--- src/rtl/wt_mem_arbiter.sv ---
// Round-robin arbiter that funnels cache client requests into one memory port,
// tracks per-port outstanding requests and routes tagged returns back to the issuer.
module wt_mem_arbiter #(
  parameter int NumPorts          = 3,
  parameter int ClientTidWidth    = 2,
  parameter int MaxOutstanding    = 4,
  parameter int AddrWidth         = 64,
  parameter int DataWidth         = 64,
  localparam int PortIdxWidth     = (NumPorts > 1) ? $clog2(NumPorts) : 1,
  localparam int MemTidWidth      = PortIdxWidth + ClientTidWidth
) (
  input  logic                                     clk_i,
  input  logic                                     rst_i,
  input  logic [NumPorts-1:0]                      req_valid_i,
  output logic [NumPorts-1:0]                      req_ready_o,
  input  logic [NumPorts-1:0][AddrWidth-1:0]       req_addr_i,
  input  logic [NumPorts-1:0][DataWidth-1:0]       req_data_i,
  input  logic [NumPorts-1:0]                      req_we_i,
  input  logic [NumPorts-1:0][ClientTidWidth-1:0]  req_tid_i,
  output logic                                     mem_req_valid_o,
  input  logic                                     mem_req_ready_i,
  output logic [AddrWidth-1:0]                     mem_req_addr_o,
  output logic [DataWidth-1:0]                     mem_req_data_o,
  output logic                                     mem_req_we_o,
  output logic [MemTidWidth-1:0]                   mem_req_tid_o,
  input  logic                                     mem_rtrn_valid_i,
  input  logic [MemTidWidth-1:0]                   mem_rtrn_tid_i,
  input  logic [DataWidth-1:0]                     mem_rtrn_data_i,
  output logic [NumPorts-1:0]                      rtrn_valid_o,
  output logic [ClientTidWidth-1:0]                rtrn_tid_o,
  output logic [DataWidth-1:0]                     rtrn_data_o,
  output logic                                     idle_o,
  output logic                                     err_o
);

  localparam logic [3:0]              MaxCnt   = 4'(MaxOutstanding);
  localparam logic [PortIdxWidth:0]   NumW     = (PortIdxWidth+1)'(NumPorts);
  localparam logic [PortIdxWidth-1:0] LastPort = PortIdxWidth'(NumPorts - 1);

  logic [PortIdxWidth-1:0]   rr_q;
  logic [PortIdxWidth-1:0]   gnt_idx;
  logic [PortIdxWidth:0]     cand;
  logic                      gnt_found;
  logic                      gnt_go;
  logic [NumPorts-1:0]       elig;
  logic [NumPorts-1:0]       gnt_oh;
  logic [NumPorts-1:0]       rtrn_hit;
  logic [3:0]                cnt_q [NumPorts];
  logic [PortIdxWidth-1:0]   rtrn_port;
  logic                      rtrn_bad;
  logic                      cnt_zero;

  logic                      req_vld_p1;
  logic [AddrWidth-1:0]      req_addr_p1;
  logic [DataWidth-1:0]      req_data_p1;
  logic                      req_we_p1;
  logic [MemTidWidth-1:0]    req_tid_p1;
  logic [NumPorts-1:0]       rtrn_vld_p1;
  logic [ClientTidWidth-1:0] rtrn_tid_p1;
  logic [DataWidth-1:0]      rtrn_data_p1;
  logic                      err_p1;

  // Stage p0: eligibility, circular search from rr_q, return decode
  always_comb begin
    elig      = '0;
    gnt_found = 1'b0;
    gnt_idx   = rr_q;
    cand      = '0;
    for (int i = 0; i < NumPorts; i++) begin
      elig[i] = req_valid_i[i] && (cnt_q[i] < MaxCnt);
    end
    for (int k = 0; k < NumPorts; k++) begin
      cand = {1'b0, rr_q} + (PortIdxWidth+1)'(k);
      if (cand >= NumW) cand = cand - NumW;
      if (!gnt_found && elig[cand[PortIdxWidth-1:0]]) begin
        gnt_found = 1'b1;
        gnt_idx   = cand[PortIdxWidth-1:0];
      end
    end
  end

  // A grant is only issued if the output register is free this cycle.
  assign gnt_go    = gnt_found && (!req_vld_p1 || mem_req_ready_i) && !rst_i;
  assign rtrn_port = mem_rtrn_tid_i[MemTidWidth-1:ClientTidWidth];

  always_comb begin
    gnt_oh   = '0;
    rtrn_hit = '0;
    cnt_zero = 1'b1;
    for (int i = 0; i < NumPorts; i++) begin
      gnt_oh[i]   = gnt_go && (gnt_idx == PortIdxWidth'(i));
      rtrn_hit[i] = mem_rtrn_valid_i && (rtrn_port == PortIdxWidth'(i)) && (cnt_q[i] != 4'd0);
      if (cnt_q[i] != 4'd0) cnt_zero = 1'b0;
    end
    rtrn_bad = mem_rtrn_valid_i && !(|rtrn_hit);
  end

  // Stage p1: control registers
  always_ff @(posedge clk_i or posedge rst_i) begin
    if (rst_i) begin
      rr_q        <= '0;
      req_vld_p1  <= 1'b0;
      rtrn_vld_p1 <= '0;
      err_p1      <= 1'b0;
      for (int i = 0; i < NumPorts; i++) cnt_q[i] <= 4'd0;
    end else begin
      if (gnt_go) begin
        rr_q       <= (gnt_idx == LastPort) ? '0 : gnt_idx + PortIdxWidth'(1);
        req_vld_p1 <= 1'b1;
      end else if (mem_req_ready_i) begin
        req_vld_p1 <= 1'b0;
      end
      rtrn_vld_p1 <= rtrn_hit;
      err_p1      <= rtrn_bad;
      for (int i = 0; i < NumPorts; i++) begin
        case ({gnt_oh[i], rtrn_hit[i]})
          2'b10:   cnt_q[i] <= cnt_q[i] + 4'd1;
          2'b01:   cnt_q[i] <= cnt_q[i] - 4'd1;
          default: cnt_q[i] <= cnt_q[i];
        endcase
      end
    end
  end

  // Stage p1: payload registers, qualified by their valids
  always_ff @(posedge clk_i) begin
    if (gnt_go) begin
      req_addr_p1 <= req_addr_i[gnt_idx];
      req_data_p1 <= req_data_i[gnt_idx];
      req_we_p1   <= req_we_i[gnt_idx];
      req_tid_p1  <= {gnt_idx, req_tid_i[gnt_idx]};
    end
    rtrn_tid_p1  <= mem_rtrn_tid_i[ClientTidWidth-1:0];
    rtrn_data_p1 <= mem_rtrn_data_i;
  end

  assign req_ready_o     = gnt_oh;
  assign mem_req_valid_o = req_vld_p1;
  assign mem_req_addr_o  = req_addr_p1;
  assign mem_req_data_o  = req_data_p1;
  assign mem_req_we_o    = req_we_p1;
  assign mem_req_tid_o   = req_tid_p1;
  assign rtrn_valid_o    = rtrn_vld_p1;
  assign rtrn_tid_o      = rtrn_tid_p1;
  assign rtrn_data_o     = rtrn_data_p1;
  assign err_o           = err_p1;
  assign idle_o          = !req_vld_p1 && cnt_zero;

endmodule

--- config.mk ---
export PLATFORM = sky130hd
export DESIGN_NAME = wt_mem_arbiter
export DESIGN_NICKNAME = d
export VERILOG_FILES = /design/src/rtl/wt_mem_arbiter.sv
export SDC_FILE = /design/constraint.sdc
export NUM_CORES = 1
export LEC_CHECK = 0
export ABC_AREA = 1
export ABC_CLOCK_PERIOD_IN_PS = 14880
export BUFFER_PORTS_ARGS = -buffer_cell sky130_fd_sc_hd__buf_4
export CAP_MARGIN = 20
export CORE_AREA = 2 2 260 262
export CTS_CLUSTER_SIZE = 28
export DETAILED_ROUTE_END_ITERATION = 8
export DIE_AREA = 0 0 262 264
export PLACE_DENSITY_LB_ADDON = 0.3
export REMOVE_ABC_BUFFERS = 1
export SETUP_SLACK_MARGIN = 0.1
export SLEW_MARGIN = 15
export SYNTH_ARGS = -nofsm -noshare
export SYNTH_HDL_FRONTEND = slang
export SYNTH_SLANG_ARGS = --single-unit
export TNS_END_PERCENT = 10
--- constraint.sdc ---
create_clock -name clk_i -period 14.88 [get_ports clk_i]
set_clock_uncertainty 0.05 [all_clocks]
set_input_delay 2.232 -clock clk_i [delete_from_list [all_inputs] [get_ports clk_i]]
set_output_delay 2.232 -clock clk_i [all_outputs]
set_load 0.1 [all_outputs]
==> After elaboration in Yosys (flattened, before gate mapping) <==
Cells that the tools add are included.
Widths: inputs -> output; s select.
{ "word_totals": {"regBits": 218, "output_inout_bits": 208} }
{ "classes": {"mux": 32, "add_sub_neg": 12, "eq_ne": 10, "n_lt_le_gt_ge": 10, "reduce_logical": 34} }
{ "ops": {"columns": ["cell", "n"], "rows": [
  ["$bmux 64 s2", 2],
  ["$mux 64", 2],
  ["$pmux 4 s2", 3],
  ["$logic_and 1x1->1", 18],
  ["$mux 2", 8],
  ["$add 4x1->4 const B", 3],
  ["$lt 2x3->1 const B", 4],
  ["$lt 4x3->1 const B", 3],
  ["$mux 1", 12],
  ["$reduce_bool 4->1", 3],
  ["$sub 4x1->4 const B", 3],
  ["$eq 2x1->1 const B", 5],
  ["$eq 2x2->1 const B", 5],
  ["$bmux 1 s2", 4],
  ["$reduce_bool 2->1", 4],
  ["$ge 3x2->1 const B", 2],
  ["$sub 2x2->2 const B", 3],
  ["$logic_not 1->1", 5],
  ["$bmux 2 s2", 1],
  ["$logic_not 2->1", 2],
  ["$add 2x1->3 const B", 1],
  ["$add 2x2->3 const B", 1],
  ["$reduce_or 3->1", 1],
  ["$add 2x1->2 const B", 1],
  ["other kinds (2)", 2]
]} }

==> Longest topological paths before layout <==
Gate-level depths: netlist (run 1).
{ "logic_depth": {"word_depth": 16, "depth_mapped": 23, "ltp_nobuf": 22} }

==> Worst setup path before layout (run 1) <==
OpenSTA, ideal clock, no wires.
{ "synth_timing": {"path_kind": "in2out", "from": "in rst_i", "to": "out req_ready_o[0]", "path_slack_ns": 5.848, "arrival_time_ns": 6.750, "t_required_ns": 12.598, "path_buffers": 0, "path_stages": 5, "path_cell_list": "inv_1 -> nand3_1 -> inv_1 -> nand3_1 -> inv_1"} }
{ "synth_via": {"elab_chain_cells": 3} }
{ "synth_lines": {"columns": ["element", "line_no", "text"], "rows": [
  ["start: declaration", "13", "input logic rst_i,"],
  ["$logic_not 1->1 (no line)", null, null],
  ["$logic_and 1x1->1", "83", "assign gnt_go = gnt_found && (!req_vld_p1 || mem_req_ready_i) && !rst_i;"],
  ["net gnt_go", "44", "logic gnt_go;"],
  ["$logic_and 1x1->1", "91", "gnt_oh[i] = gnt_go && (gnt_idx == PortIdxWidth'(i));"],
  ["end: declaration", "15", "output logic [NumPorts-1:0] req_ready_o,"]
]} }
The timed path passes the listed nets, and every way through them passes these cells.

==> Worst setup path in the final report (run 1) <==
{ "layout_timing": {"from": "in req_valid_i[2]", "to": "out req_ready_o[0]"} }
{ "layout_via": {"elab_cells_between_ends": 21, "cone_classes": "mux: 12; reduce/logical: 9"} }
{ "layout_lines": {"columns": ["element", "line_no", "text"], "rows": [
  ["start: declaration", "14", "input logic [NumPorts-1:0] req_valid_i,"],
  ["$logic_and 1x1->1 (*)", "70", "elig[i] = req_valid_i[i] && (cnt_q[i] < MaxCnt);"],
  ["$bmux 1 s2", "75", "if (!gnt_found && elig[cand[PortIdxWidth-1:0]]) begin"],
  ["$mux 1 (not written as such)", "75", null],
  ["$mux 1", "75", null],
  ["$logic_not 1->1", "75", null],
  ["$logic_and 1x1->1", "75", null],
  ["$mux 1", "75", null],
  ["$logic_not 1->1", "75", null],
  ["$logic_and 1x1->1", "75", null],
  ["$mux 2 (*)", "75", null],
  ["net gnt_idx[0]", "41", "logic [PortIdxWidth-1:0] gnt_idx;"],
  ["$logic_not 2->1 (*)", "91", null],
  ["$logic_and 1x1->1 (*)", "91", null]
]} }
Mark *: on every way through the listed nets, which the timed path passes. The rest lies on a longest branch. The select of a mux whose other input is x is not followed.

==> results.cfg, run 1 <==
[status]
run_status = finished clean

[grt]
grt_overflow = 0
initial_antenna_violation_count = 1
vias_in_the_first_global_route = 11600
grt_start_max_net_pins = 82
gr-usage-all-layers = 0.127
grt_pass1_wl_mm = 68.2

[critical_path]
rrSetupSlack_ns = 9.49
crit_path_max_fanout = 71
worst_path_dominant_cell_family = buffers and inverters
critPathBufInv = 6
rr_endpoint = cnt_q[11]
cpMaxStageDelayCell = sky130_fd_sc_hd__buf_4
worst_setup_path_start_kind = input pin
timing.critical_path.arrival_ns = 5.87
crit_path_end = req_ready_o[0]
critPathMaxStageDelay_ns = 0.72
path_depth = 14
critical_path.endpoint_type = output port
worstRegToRegCells = 23
startpoint = req_valid_i[2]
cells_traversed_along_the_worst_timing_path = buf_4 -> nand2_1 -> clkinv_1 -> nand3_1 -> nand2_1 -> nor2_4 -> nand2_4 -> nand2_4 -> nand2_4 -> inv_4 -> buf_4 -> nand3_1 -> inv_1 -> buf_4
worst_r2r_startpoint = rr_q[1]
cp_data_required_time_ns = 12.60
timing_worst_setup_path_type = in -> out

[synth]
synth_top_area_cell = sky130_fd_sc_hd__edfxtp_1
syn-cell-area_sq_mm = 0.0107
synth-seq-area-share = 0.543
largest_family_of_logic_cells_by_synthesized_area = simple AND/OR/NAND/NOR gates
synth.top_cells.by_area = sky130_fd_sc_hd__edfxtp_1, sky130_fd_sc_hd__nand3_1, sky130_fd_sc_hd__nand2_1
post_synth_edffs = 133
synthMuxAreaShare = 0
synth-compound-area-share = 0.00832
ys_types = 32
syn_inst = 1256
synth_top_area_frac = 0.374
synthArstFlopShare = 0.0872
postSynth.topFlopCell = sky130_fd_sc_hd__edfxtp_1
postSynthAreaPerCell_sq_um = 8.50
yosys.area_share.adder = 0.0185
post_synth_xor_area_fraction = 0.00739
yosys_register_bits = 218
yosysWarningCount = 0
post_synth_and_or_nand_nor_area_fraction = 0.362

[timing]
period_minus_slack_ns = 8.15
fmax_mhz = 123
setup_viol = 0
final-hold-violation-count = 0
post-route-period-util = 0.548
unrepaired_setup_endpoints_after_global_routing = false
max-slew-margin-rel = 0.369
slew_of_the_pin_with_the_lowest_slew_margin_ns = 0.947
report.final.slew_viol_count = 0
totalNegativeSetupSlack_ns = 0

[clock_tree]
cts.htree.levels = 1
numClockSinks = 218
number_of_cells_upsized_or_downsized_after_cts = 0
cts_made_buffers = 29
clockRootBuffer = sky130_fd_sc_hd__clkbuf_16
buffer_levels_on_the_longest_clock_path = 3
cts_tree = yes
worstSkewPairLatency_ns = 0.56
cts_setup_buffers = 0
clk_transition_reported_paths_ns = 0.06
holdBufCountCts = 0

[cells_and_area]
diodes = 0
final_net_count = 2355
areaGrowthSynthToFinish_pct = 63.0
layout-drive-gt1-share = 0.395

[die]
initial_utilization = 0.160
floorplan.die.width_microns = 262
area_enclosed_by_the_die_boundary_sq_mm = 0.0692
floorplan.rows = 95
die_h_microns = 264
core_area_sq_mm = 0.0666
io_pins = 676

[job]
max-cap-violations = 0

[worst_hold_path]
worst_hold_startpoint = cnt_q[11]
worst_hold_path_type = reg -> reg

[placement]
port_buffers = 675
hpwlAfterDp_mm = 35.4
place_congestion = 0.870

[routing]
residual_drc = 0
post_drt_wl_per_cell_microns = 17.0
dr.pass1.iters = 5
drtAntennaViolNets = 0
detail_route.wirelength_mm = 47.0
num_vias = 11400
vias_per_cell = 4.13
detail_route.iter0.violations = 623
==> kinds of logic (layout without fill, tap and decap cells) <==
family | count (synthesis) | after routing
xor+xnor | 9 | 9
simple gates | 874 | 874
flops | 218 | 218
compound gates | 14 | 14
buf+inv | 127 | 767
fa+ha+maj | 14 | 14
==> cells in the final DEF, fill, tap and decap left out, types with 2 or more instances in the layout <==
master | netlist | layout
sky130_fd_sc_hd__inv_6 | 0 | 2
sky130_fd_sc_hd__edfxtp_1 | 133 | 133
sky130_fd_sc_hd__clkbuf_16 | 0 | 32
sky130_fd_sc_hd__inv_2 | 2 | 2
sky130_fd_sc_hd__o21ai_0 | 8 | 8
sky130_fd_sc_hd__dfrtp_1 | 19 | 19
sky130_fd_sc_hd__nand2_2 | 4 | 2
sky130_fd_sc_hd__nand2_4 | 3 | 5
sky130_fd_sc_hd__nor4_1 | 3 | 3
sky130_fd_sc_hd__nand2_1 | 429 | 429
sky130_fd_sc_hd__clkbuf_8 | 0 | 3
sky130_fd_sc_hd__nor2_1 | 16 | 16
sky130_fd_sc_hd__nand3_4 | 0 | 2
sky130_fd_sc_hd__nand3_1 | 411 | 410
sky130_fd_sc_hd__clkinvlp_4 | 0 | 2
sky130_fd_sc_hd__a211oi_1 | 3 | 3
sky130_fd_sc_hd__ha_1 | 11 | 11
sky130_fd_sc_hd__nor3_1 | 2 | 2
sky130_fd_sc_hd__buf_4 | 26 | 684
sky130_fd_sc_hd__fa_1 | 3 | 3
sky130_fd_sc_hd__nand4_1 | 2 | 2
sky130_fd_sc_hd__bufinv_16 | 0 | 2
sky130_fd_sc_hd__inv_1 | 25 | 24
sky130_fd_sc_hd__dfxtp_1 | 66 | 66
sky130_fd_sc_hd__xor2_1 | 3 | 3
sky130_fd_sc_hd__clkinv_2 | 0 | 7
sky130_fd_sc_hd__clkbuf_1 | 16 | 5
sky130_fd_sc_hd__xnor2_1 | 6 | 6
==> sequential cells by signal, indices dropped and copies added, names as in the netlist <==
register,count
mem_req_data_o,64
err_o,1
rtrn_valid_o,3
mem_req_tid_o,4
mem_req_we_o,1
rtrn_data_o,64
mem_req_addr_o,64
rr_q,2
rtrn_tid_o,2
cnt_q,12
mem_req_valid_o,1
==> final cells by class <==
class,instances,area [sq um]
clock buffer,41,868
clock inverter,13,128
fill,7260,49200
inverter,29,116
multi-input combinational,911,4260
sequential,218,5790
tap,873,1090
timing repair buffer,684,5130
==> worst register-to-register path, delay by kind of cell (launching register included) <==
family	cells	cell delay [ns]
DFF	1	0.42
buffers and inverters	4	1.43
AOI/OAI and AO/OA	1	0.23
adders and majority gates	3	0.90
xor gates and xnor gates	1	0.12
and+or+nand+nor	14	2.13
==> synth_stat cells (2+ instances only) <==
library cell and instances:
sky130_fd_sc_hd__nand3_1 411, sky130_fd_sc_hd__clkbuf_1 16, sky130_fd_sc_hd__nand2_2 4, sky130_fd_sc_hd__xnor2_1 6
sky130_fd_sc_hd__nand4_1 2, sky130_fd_sc_hd__nor2_1 16, sky130_fd_sc_hd__dfrtp_1 19, sky130_fd_sc_hd__dfxtp_1 66
sky130_fd_sc_hd__fa_1 3, sky130_fd_sc_hd__a211oi_1 3, sky130_fd_sc_hd__buf_4 26, sky130_fd_sc_hd__nand2_1 429
sky130_fd_sc_hd__ha_1 11, sky130_fd_sc_hd__buf_2 53, sky130_fd_sc_hd__edfxtp_1 133, sky130_fd_sc_hd__inv_2 2
sky130_fd_sc_hd__o21ai_0 8, sky130_fd_sc_hd__nand2_4 3, sky130_fd_sc_hd__nor4_1 3, sky130_fd_sc_hd__nor3_1 2
sky130_fd_sc_hd__buf_1 2, sky130_fd_sc_hd__xor2_1 3, sky130_fd_sc_hd__inv_1 25, sky130_fd_sc_hd__nand3_2 2
==> worst min path at each step <==
stage | end | slack [ns] | cells after the start
6_report | cnt_q[11] | 0.43 | 1
3_5_place_dp | cnt_q[3] | 0.41 | 1
3_3_place_gp | cnt_q[3] | 0.41 | 1
4_1_cts | cnt_q[3] | 0.43 | 1
2_1_floorplan | cnt_q[3] | 0.40 | 1
5_1_grt | cnt_q[11] | 0.44 | 1
==> stage by stage <==
| step | setup WS, ns | cell area [sq um] | instances | hold WS (ns) | utilization |
|---|---|---|---|---|---|
| floorplan | 5.85 | 10100 | 1158 | 0.395 | - |
| global placement | 6.71 | 16400 | 2715 | 0.411 | 0.246 |
| detailed placement | 6.56 | 16400 | 2715 | 0.413 | 0.246 |
| CTS | 6.55 | 17400 | 2769 | 0.427 | 0.261 |
| global route | 6.31 | 17400 | 2769 | 0.441 | 0.261 |
| finish | 6.73 | 17400 | 2769 | 0.426 | 0.261 |
==> metal layers <==
layer	wire, microns	track usage
met1	17900	0.148
met2	23600	0.226
met3	4000	0.0326
met4	1460	0.0421
met5	0	0
Power of run 1 is left out: the tool's default activity adds up to more than one toggle a clock period on the data nets, which glitch-free logic cannot reach.
==> run 2: changes to the inputs <==
--- a/config.mk
+++ b/config.mk
@@ -5,14 +5,14 @@
 export SDC_FILE = /design/constraint.sdc
 export NUM_CORES = 1
 export LEC_CHECK = 0
-export ABC_AREA = 1
-export ABC_CLOCK_PERIOD_IN_PS = 14880
+export ABC_AREA = 0
+export ABC_CLOCK_PERIOD_IN_PS = 7700
 export BUFFER_PORTS_ARGS = -buffer_cell sky130_fd_sc_hd__buf_4
 export CAP_MARGIN = 20
-export CORE_AREA = 2 2 260 262
+export CORE_AREA = 2 2 261 263
 export CTS_CLUSTER_SIZE = 28
 export DETAILED_ROUTE_END_ITERATION = 8
-export DIE_AREA = 0 0 262 264
+export DIE_AREA = 0 0 263 265
 export PLACE_DENSITY_LB_ADDON = 0.3
 export REMOVE_ABC_BUFFERS = 1
 export SETUP_SLACK_MARGIN = 0.1
==> constraint.sdc (replaced) <==
create_clock -name clk_i -period 7.7 [get_ports clk_i]
set_clock_uncertainty 0.05 [all_clocks]
set_input_delay 1.155 -clock clk_i [delete_from_list [all_inputs] [get_ports clk_i]]
set_output_delay 1.155 -clock clk_i [all_outputs]
set_load 0.1 [all_outputs]
==> results.cfg, run 2 <==
[status]
run_status = finished clean

[clock_tree]
cts_made_buffers = 27
numClockSinks = 218
holdBufCountCts = 0
clockRootBuffer = sky130_fd_sc_hd__clkbuf_16
clk_transition_reported_paths_ns = 0.05
cts_setup_buffers = 0
cts_tree = yes
number_of_cells_upsized_or_downsized_after_cts = 0
cts.htree.levels = 1
worstSkewPairLatency_ns = 0.55
buffer_levels_on_the_longest_clock_path = 3

[synth]
syn-cell-area_sq_mm = 0.00961
synth_top_cells_by_count = sky130_fd_sc_hd__edfxtp_1, sky130_fd_sc_hd__mux2i_1, sky130_fd_sc_hd__o2bb2ai_1
synth.top_cells.by_area = sky130_fd_sc_hd__edfxtp_1, sky130_fd_sc_hd__mux2i_1, sky130_fd_sc_hd__dfxtp_1
post_synth_edffs = 133
postSynthAreaPerCell_sq_um = 14.7
synthArstFlopShare = 0.0872
synth-seq-area-share = 0.602
yosysWarningCount = 0
ys_types = 55
synth_top_area_cell = sky130_fd_sc_hd__edfxtp_1
yosys_register_bits = 218
postSynth.topFlopCell = sky130_fd_sc_hd__edfxtp_1
synth_top_area_frac = 0.415
syn_inst = 653

[cells_and_area]
final_cell_count_no_fill = 2210
layout.filler_cells = 7101
layout.area.seq_sq_mm = 0.00579
layout.cells.most_common = sky130_fd_sc_hd__buf_4
final_util = 0.246
areaGrowthSynthToFinish_pct = 70.8
multi_input_gate_area_sq_mm = 0.00346
diodes = 0
layout-drive-gt1-share = 0.564
final_net_count = 1798
layout_common_cells = sky130_fd_sc_hd__buf_4, sky130_fd_sc_hd__mux2i_1, sky130_fd_sc_hd__edfxtp_1

[grt]
initial_antenna_violation_count = 0
grt_start_max_net_pins = 78
vias_in_the_first_global_route = 8784
gr-usage-all-layers = 0.101
grt_overflow = 0
grt_pass1_wl_mm = 54.8

[die]
io_pins = 676
area_enclosed_by_the_die_boundary_sq_mm = 0.0697
die_h_microns = 265
floorplan.die.width_microns = 263
core_area_sq_mm = 0.0668
floorplan.rows = 95
initial_utilization = 0.144

[routing]
post_drt_wl_per_cell_microns = 17.1
dr.pass1.iters = 4
vias_per_cell = 3.74
num_vias = 8262
detail_route.iter0.violations = 441
drtAntennaViolNets = 0
detail_route.wirelength_mm = 37.8
residual_drc = 0

[critical_path]
critPathMaxStageDelay_ns = 0.61
critical_path.endpoint_type = output port
cp_data_required_time_ns = 6.49
crit_path_max_fanout = 38
cpMaxStageDelayCell = sky130_fd_sc_hd__nor2b_4
crit_top_cell = sky130_fd_sc_hd__buf_4
timing_worst_setup_path_type = reg -> out
worst_setup_path_start_kind = flip-flop
cells_traversed_along_the_worst_timing_path = ha_1 -> nor4b_2 -> o21ai_0 -> a32oi_1 -> a32oi_4 -> buf_4 -> nor2b_4 -> and2_1 -> buf_4
timing.critical_path.arrival_ns = 4.02

[power_and_ir_drop]
cell_internal_pwr_mw = 4.18
power.sequential.fraction = 0.234
power.switching_mw = 4.80
pwr-share-clk = 0.142
share_comb_of_total_power = 0.624
peakVddDrop_mv = 0.260
static-leakage-power_nw = 6.95
p_sw_frac = 0.535
cellPowerDensity_mw_per_mm2 = 546

[worst_hold_path]
worst_hold_path_type = reg -> reg

[timing]
setup_viol = 0
unrepaired_setup_endpoints_after_global_routing = false
fmax_mhz = 192
report.final.slew_viol_count = 0
final-hold-violation-count = 0
period_minus_slack_ns = 5.22
max-slew-margin-rel = 0.375
post-route-period-util = 0.678
slew_of_the_pin_with_the_lowest_slew_margin_ns = 0.937

[job]
max-cap-violations = 0

[placement]
place_congestion = 0.863
hpwlAfterDp_mm = 29.7
port_buffers = 675
numPlacedInstances = 2160
-- run 2: layer usage --
metal,up-vias,routed length [microns],part of all wire,track usage
met5,-,0,0,0
met4,0,896,0.024,0.0314
met3,51,2990,0.079,0.0262
met2,421,19400,0.51,0.182
met1,3881,14500,0.38,0.117
li1,3909,-,-,-
-- run 2: worst paths after layout --
kind	from	end	slack, ns	depth (start not counted)
max	rr_q[0]	req_ready_o[1]	2.48	9
min	cnt_q[0]	cnt_q[0]	0.48	1
max reg2reg	rr_q[0]	cnt_q[7]	3.20	15
min reg2reg	cnt_q[0]	cnt_q[0]	0.48	1
max in group asynchronous	rst_i	cnt_q[5]	6.41	2
min in group asynchronous	rst_i	rtrn_valid_o[0]	0.70	2
-- run 2: cells by family (layout without fill, tap and decap cells) --
family,after synthesis,count (layout),synth area share
multiplexers,134,134,0.140
AO/OA/AOI/OAI,163,163,0.155
buffers and inverters,65,749,0.0401
AND/OR/NAND/NOR,47,47,0.0314
XOR/XNOR,12,12,0.0109
adder cells (fa/ha/maj),14,14,0.0206
flip-flops,218,218,0.602
-- run 2: power by group through the flow --
stage               clock, mW  sequential [mW]  combinational [mW]
floorplan                   0             4.16                1.95
global route             1.36             2.14                5.92
global placement            0             2.12                5.64
CTS                      1.33             2.11                5.68
detailed placement          0             2.13                5.68
finish                   1.28             2.10                5.60
-- run 2: layout make-up --
cell class,count,share of cell area
Sequential cell,218,0.353
Timing Repair Buffer,683,0.312
Multi-Input combinational cell,370,0.211
Tap cell,873,0.0665
Clock buffer,40,0.0472
Clock inverter,10,0.00693
Inverter,16,0.00396
-- run 2: stage by stage --
| step | setup slack [ns] | total power, mW | hold WS [ns] | setup TNS (ns) | area [sq um] |
|---|---|---|---|---|---|
| 6_report | 2.48 | 8.97 | 0.478 | 0 | 16400 |
| 5_1_grt | 2.22 | 9.42 | 0.508 | 0 | 16400 |
| 4_1_cts | 2.43 | 9.12 | 0.482 | 0 | 16400 |
| 3_5_place_dp | 2.62 | 7.81 | 0.468 | 0 | 15500 |
| 3_3_place_gp | 2.61 | 7.77 | 0.472 | 0 | 15500 |
| 2_1_floorplan | -11.59 | 6.11 | 0.421 | -1465.75 | 9290 |
-- run 2: worst max-delay path: cells and delay by family (launching register included) --
| kind | cells | cell delay (ns) |
|---|---|---|
| simple gates | 3 | 1.37 |
| buf+inv | 2 | 0.66 |
| compound gates | 3 | 0.57 |
| flops | 1 | 0.44 |
| fa+ha+maj | 1 | 0.40 |
Note: power is estimated with default switching activity, not from simulation.
